`config.mk`:
```
export PLATFORM = sky130hd
export DESIGN_NAME = decode_execute_register
export DESIGN_NICKNAME = d
export VERILOG_FILES = /design/src/rtl/decode_execute_register.sv
export SDC_FILE = /design/constraint.sdc
export NUM_CORES = 1
export LEC_CHECK = 0
export BUFFER_PORTS_ARGS = -buffer_cell sky130_fd_sc_hd__clkbuf_2
export CAP_MARGIN = 20
export CORE_MARGIN = 8
export CORE_UTILIZATION = 42
export CTS_CLUSTER_DIAMETER = 40
export DETAILED_ROUTE_END_ITERATION = 10
export GPL_ROUTABILITY_DRIVEN = 0
export PLACE_DENSITY = 0.77
export SETUP_SLACK_MARGIN = 0.05
export SLEW_MARGIN = 20
export SYNTH_ARGS = -nofsm -noshare
export SYNTH_HDL_FRONTEND = slang
export SYNTH_SLANG_ARGS = --single-unit
```
`constraint.sdc`:
```
create_clock -name clk -period 1.7 [get_ports clk]
set_clock_uncertainty 0.1 [all_clocks]
set_input_delay 0.085 -clock clk [delete_from_list [all_inputs] [get_ports clk]]
set_output_delay 0.085 -clock clk [all_outputs]
set_load 0.1 [all_outputs]
```
`src/rtl/decode_execute_register.sv`:
```
// Decode/execute pipeline register with load-use hazard detection and bubble insertion.
// Optional load-use bubble counter enabled by DECODE_EXECUTE_PERF_COUNTER_EN.
module decode_execute_register #(
    parameter int unsigned DATA_WIDTH = 32
) (
    input  logic                  clk,
    input  logic                  rst_n,
    input  logic [DATA_WIDTH-1:0] pc_decode,
    input  logic [DATA_WIDTH-1:0] rs1_data_decode,
    input  logic [DATA_WIDTH-1:0] rs2_data_decode,
    input  logic [DATA_WIDTH-1:0] immediate_decode,
    input  logic [4:0]            rs1_index_decode,
    input  logic [4:0]            rs2_index_decode,
    input  logic [4:0]            rd_index_decode,
    input  logic                  rs1_used_decode,
    input  logic                  rs2_used_decode,
    input  logic                  valid_decode,
    input  logic                  register_write_enable_decode,
    input  logic                  memory_read_enable_decode,
    input  logic                  memory_write_enable_decode,
    input  logic [3:0]            alu_operation_decode,
    input  logic                  alu_source_b_select_decode,
    input  logic [1:0]            writeback_select_decode,
    input  logic                  stall_pipeline,
    input  logic                  flush_execute,
    output logic [DATA_WIDTH-1:0] pc_execute,
    output logic [DATA_WIDTH-1:0] rs1_data_execute,
    output logic [DATA_WIDTH-1:0] rs2_data_execute,
    output logic [DATA_WIDTH-1:0] immediate_execute,
    output logic [4:0]            rs1_index_execute,
    output logic [4:0]            rs2_index_execute,
    output logic [4:0]            rd_index_execute,
    output logic                  valid_execute,
    output logic                  register_write_enable_execute,
    output logic                  memory_read_enable_execute,
    output logic                  memory_write_enable_execute,
    output logic [3:0]            alu_operation_execute,
    output logic                  alu_source_b_select_execute,
    output logic [1:0]            writeback_select_execute,
`ifdef DECODE_EXECUTE_PERF_COUNTER_EN
    output logic [31:0]           bubble_count,
`endif
    output logic                  load_use_stall
);

    logic [DATA_WIDTH-1:0] r_pc;
    logic [DATA_WIDTH-1:0] r_rs1_data;
    logic [DATA_WIDTH-1:0] r_rs2_data;
    logic [DATA_WIDTH-1:0] r_immediate;
    logic [4:0]            r_rs1_index;
    logic [4:0]            r_rs2_index;
    logic [4:0]            r_rd_index;
    logic                  r_valid;
    logic                  r_register_write_enable;
    logic                  r_memory_read_enable;
    logic                  r_memory_write_enable;
    logic [3:0]            r_alu_operation;
    logic                  r_alu_source_b_select;
    logic [1:0]            r_writeback_select;

    logic w_rs1_match;
    logic w_rs2_match;
    logic w_raw_hazard;

    // Hazard only against a live load writing a real register (x0 never forwards).
    always_comb begin
        w_rs1_match  = rs1_used_decode && valid_decode && (rs1_index_decode == r_rd_index);
        w_rs2_match  = rs2_used_decode && valid_decode && (rs2_index_decode == r_rd_index);
        w_raw_hazard = r_valid && r_memory_read_enable && (r_rd_index != 5'd0)
                       && (w_rs1_match || w_rs2_match);
    end

    assign load_use_stall = w_raw_hazard && !flush_execute;

    always_ff @(posedge clk) begin
        if (!rst_n || flush_execute || (!stall_pipeline && load_use_stall)) begin
            r_pc                    <= '0;
            r_rs1_data              <= '0;
            r_rs2_data              <= '0;
            r_immediate             <= '0;
            r_rs1_index             <= '0;
            r_rs2_index             <= '0;
            r_rd_index              <= '0;
            r_valid                 <= 1'b0;
            r_register_write_enable <= 1'b0;
            r_memory_read_enable    <= 1'b0;
            r_memory_write_enable   <= 1'b0;
            r_alu_operation         <= '0;
            r_alu_source_b_select   <= 1'b0;
            r_writeback_select      <= '0;
        end else if (!stall_pipeline) begin
            r_pc                    <= pc_decode;
            r_rs1_data              <= rs1_data_decode;
            r_rs2_data              <= rs2_data_decode;
            r_immediate             <= immediate_decode;
            r_rs1_index             <= rs1_index_decode;
            r_rs2_index             <= rs2_index_decode;
            r_rd_index              <= rd_index_decode;
            r_valid                 <= valid_decode;
            r_register_write_enable <= register_write_enable_decode && valid_decode;
            r_memory_read_enable    <= memory_read_enable_decode && valid_decode;
            r_memory_write_enable   <= memory_write_enable_decode && valid_decode;
            r_alu_operation         <= alu_operation_decode & {4{valid_decode}};
            r_alu_source_b_select   <= alu_source_b_select_decode && valid_decode;
            r_writeback_select      <= writeback_select_decode & {2{valid_decode}};
        end
    end

`ifdef DECODE_EXECUTE_PERF_COUNTER_EN
    logic [31:0] r_bubble_count;

    // load_use_stall already excludes flush, so only load-use bubbles are counted.
    always_ff @(posedge clk) begin
        if (!rst_n) begin
            r_bubble_count <= '0;
        end else if (!stall_pipeline && load_use_stall && (r_bubble_count != 32'hFFFF_FFFF)) begin
            r_bubble_count <= r_bubble_count + 32'd1;
        end
    end

    assign bubble_count = r_bubble_count;
`endif

    assign pc_execute                    = r_pc;
    assign rs1_data_execute              = r_rs1_data;
    assign rs2_data_execute              = r_rs2_data;
    assign immediate_execute             = r_immediate;
    assign rs1_index_execute             = r_rs1_index;
    assign rs2_index_execute             = r_rs2_index;
    assign rd_index_execute              = r_rd_index;
    assign valid_execute                 = r_valid;
    assign register_write_enable_execute = r_register_write_enable;
    assign memory_read_enable_execute    = r_memory_read_enable;
    assign memory_write_enable_execute   = r_memory_write_enable;
    assign alu_operation_execute         = r_alu_operation;
    assign alu_source_b_select_execute   = r_alu_source_b_select;
    assign writeback_select_execute      = r_writeback_select;

endmodule

```
==> load_flow_metrics.sql <==
INSERT INTO impl_metrics (metric_group, metric, value, unit) VALUES
('status', 'outcome', 'complete, but fails checks', ''),
('status', 'violations', 'negative setup slack', ''),
('floorplan', 'number_of_placement_rows', '45', ''),
('floorplan', 'core_area', '15100', 'µm²'),
('timing', 'report.final.slew_viol_count', '0', ''),
('critical_path', 'crit_slowest_cell', 'dfxtp_4', ''),
('pwr', 'ratio_of_total_power_to_cell_area', '940', 'nW/µm²'),
('logic_synthesis', 'post_synth_instance_area', '6440', 'µm²'),
('logic_synthesis', 'largest_family_of_logic_cells_by_synthesized_area', 'compound AO/OA/AOI/OAI gates', ''),
('grt', 'grt_pass1_vias', '8220', ''),
('cts', 'tritoncts.num_buffers', '17', ''),
('critical_path', 'worst_ep_required_time', '1.51', 'ns'),
('grt', 'grt_usage', '27.5', '%'),
('route', 'first_pass_iters', '5', ''),
('floorplan', 'floorplan.initialDensity', '42.7', '%'),
('route', 'vias', '8315', ''),
('critical_path', 'worst_setup_path_end_kind', 'output port', ''),
('timing', 'rsz_0062_raised_after_global_routing', 'true', ''),
('cts', 'cts-root-to-sink-buffers', '2', ''),
('route', 'dr_wl_cell', '21.4', 'µm'),
('timing', 'post-route-min-period', '2.15', 'ns'),
('route', 'drc', '0', ''),
('layout', 'design_area', '11700', 'µm²'),
('floorplan', 'ioPinCount', '315', ''),
('route', 'route.detailed.vias_per_inst', '5.88', ''),
('floorplan', 'chipHeight', '140', 'µm'),
('placed_design', 'place_inst', '1200', ''),
('cts', 'clkLatencyLatePin', '0.42', 'ns'),
('floorplan', 'die_area', '19600', 'µm²'),
('timing', 'max_slew.worst_pin.slew', '0.604', 'ns'),
('timing', 'final.period_utilization', '126', '%'),
('grt', 'antenna_found_initial', '1', ''),
('layout', 'final_nets', '1371', ''),
('critical_path', 'path_cells', 'buf_4 -> xnor2_2 -> nand4_1 -> o22ai_4 -> buf_12 -> nor2b_4 -> buf_12', ''),
('route', 'route.final.wire_length', '30300', 'µm'),
('grt', 'grt_overflow', '0', ''),
('logic_synthesis', 'syn_area_per_cell', '8.78', 'µm²'),
('timing', 'setup_viol', '155', ''),
('critical_path', 'critical_path.max_fanout', '3', ''),
('logic_synthesis', 'muxShareOfSynthArea', '0', '%'),
('logic_synthesis', 'yosys.area_share.adder', '0', '%'),
('placed_design', 'place_area', '8530', 'µm²'),
('layout', 'fin_util', '77.4', '%'),
('logic_synthesis', 'synth-seq-area-share', '47.8', '%'),
('cts', 'htree_num_levels', '4', ''),
('cts', 'clk_root_buffer_cell', 'clkbuf_16', ''),
('cts', 'clock_tree_from_tritoncts', 'built', ''),
('logic_synthesis', 'syn-num-nets', '894', ''),
('timing', 'postLayoutSetupSlackWorst', '-0.449', 'ns'),
('grt', 'grt_start_max_net_pins', '60', ''),
('critical_path', 'worstPathBufferInverterCount', '3', ''),
('pwr', 'power_leakage', '5.04', 'nW'),
('critical_path', 'cpMostUsedCell', 'buf_12', ''),
('placed_design', 'dp.final_hpwl', '16300', 'µm'),
('logic_synthesis', 'synth_xor_xnor_area_share', '1.36', '%'),
('grt', 'wire_length_of_the_first_global_routing_pass', '43600', 'µm'),
('critical_path', 'cp_launch_type', 'flop', ''),
('placed_design', 'place.port_buffers', '314', ''),
('layout', 'layoutNonFillerInstCount', '1413', ''),
('route', 'postRouteAntennaNets', '0', ''),
('cts', 'clkTransAtPathRegs', '0.06', 'ns'),
('timing', 'fmax', '465', 'MHz'),
('route', 'first_iter_violations', '635', ''),
('logic_synthesis', 'netlist_instances', '734', ''),
('floorplan', 'die-width', '140', 'µm'),
('timing', 'maxSlewHeadroom', '59.9', '%'),
('timing', 'setup-tns-final', '-51.34', 'ns'),
('min_path', 'hold_class', 'in -> reg', ''),
('logic_synthesis', 'yosysUniqueCellTypes', '22', ''),
('timing', 'final_hold_slack', '0.0751', 'ns'),
('critical_path', 'critical_path_max_stage_delay', '0.35', 'ns'),
('logic_synthesis', 'synth_compound_gate_area_share', '33.0', '%'),
('logic_synthesis', 'post_synth_and_or_nand_nor_area_fraction', '10.9', '%'),
('layout', 'final_layout_size_suffix_gt1_share', '40.3', '%'),
('logic_synthesis', 'ys.warnings.count', '0', ''),
('pwr', 'vdd_drop_max', '0.647', 'mV'),
('flow_run', 'max_capacitance_violation_total', '0', ''),
('timing', 'finalHoldViolCount', '0', ''),
('cts', 'tritoncts_num_sinks', '154', ''),
('critical_path', 'setup.worst_path.class', 'reg -> out', ''),
('critical_path', 'worst-endpoint-arrival', '1.96', 'ns'),
('logic_synthesis', 'synth.ff_latch_count', '154', ''),
('layout', 'syn_to_final_growth', '81.2', '%'),
('critical_path', 'critical-path-top-delay-family', 'buffers and inverters', '');
-- synthesized netlist by cell type --
cell type / instances / area share [%]
a22oi_1: 10 / 1.2
a32oi_1: 144 / 20
and3_1: 11 / 1.1
buf_1: 1 / 0.058
buf_2: 2 / 0.16
buf_4: 6 / 0.70
buf_6: 10 / 1.7
buf_8: 1 / 0.23
clkbuf_1: 67 / 3.9
dfxtp_1: 154 / 48
inv_1: 1 / 0.058
nand2_1: 144 / 8.4
nand3_1: 12 / 0.93
nand4_1: 2 / 0.19
nor2b_1: 1 / 0.097
nor3b_1: 1 / 0.12
o2111ai_2: 1 / 0.23
o21ai_0: 137 / 11
o21ai_1: 17 / 1.3
o22ai_1: 1 / 0.097
or4_1: 1 / 0.12
xnor2_1: 10 / 1.4
-- per-stage QoR --
stage                     worst slack (ns)  total power [W]
after floorplan                     -0.197          0.00596
after global routing                -0.516           0.0113
after detailed placement            -0.195          0.00662
final                               -0.449           0.0110
after global placement              -0.144          0.00659
after CTS                           -0.407           0.0108
-- where the power goes --
part	total (W)	switching (W)	internal (W)
clock network	0.00394	0.00152	0.00242
registers	0.00398	0.000150	0.00383
logic	0.00305	0.00227	0.000780
total	0.0110	0.00394	0.00703
-- cells in the final DEF, fill, tap and decap left out, drive strengths merged, types with 6 or more instances in the layout --
cell	synthesis	routed
clkinv	0	6
and3	11	11
nand3	12	12
a22oi	10	10
dlygate4sd3	0	153
nand2	144	144
o21ai	154	154
clkbuf	67	342
xnor2	10	10
a32oi	144	144
dfxtp	154	154
buf	20	69
-- kinds of logic after synthesis --
group | Yosys count
AOI/OAI and AO/OA | 310
buffers and inverters | 88
DFF | 154
and+or+nand+nor | 172
xor gates and xnor gates | 10
-- metal layers --
layer	share of wire [%]	global-route usage [%]
met4	6.8	20.1
met3	7.5	8.31
met2	49	45.2
met1	37	29.7
met5	0	0
-- final timing paths --
path / cells after the start / end / startpoint / slack, ns
min reg2reg: 2 / rs2_data_execute[14] / rs2_data_execute[14] / 0.37
max: 7 / load_use_stall / rd_index_execute[3] / -0.45
max reg2reg: 8 / rs2_index_execute[4] / rd_index_execute[3] / -0.44
min: 5 / rs2_data_execute[18] / stall_pipeline / 0.08
-- what timing repair did --
action | 4_1_cts | 5_1_grt
hold buffers | 153 | 0
setup buffers | 12 | 2
cloned | 7 | 12
endpoints found under the hold margin | 153 | 0
pin swaps | 42 | 115
endpoints found under the setup margin | 155 | 155
gates resized for setup | 120 | 98
-- worst reg2reg max path, cell delays in order, from the launching register on --
cell	delay [ns]
dfxtp_4	0.35
or4_4	0.54
o2111ai_4	0.25
buf_6	0.15
buf_12	0.13
buf_16	0.15
buf_12	0.14
a32oi_2	0.13
o21ai_1	0.12
-- area by class of cell --
type / instances / area [µm²]
inverter: 1 / 3.75
clock inverter: 11 / 143
sequential: 154 / 3110
timing repair buffer: 545 / 4350
clock buffer: 19 / 464
tap: 188 / 235
fill: 877 / 3420
multi-input combinational: 492 / 3360
antenna: 3 / 7.51
-- state kept, by name, indices dropped and copies added, names as in the netlist --
register,cells
alu_operation_execute,4
alu_source_b_select_execute,1
immediate_execute,32
memory_read_enable_execute,1
memory_write_enable_execute,1
pc_execute,32
rd_index_execute,5
register_write_enable_execute,1
rs1_data_execute,32
rs1_index_execute,5
rs2_data_execute,32
rs2_index_execute,5
valid_execute,1
writeback_select_execute,2
Note: power is estimated with default switching activity, not from simulation.
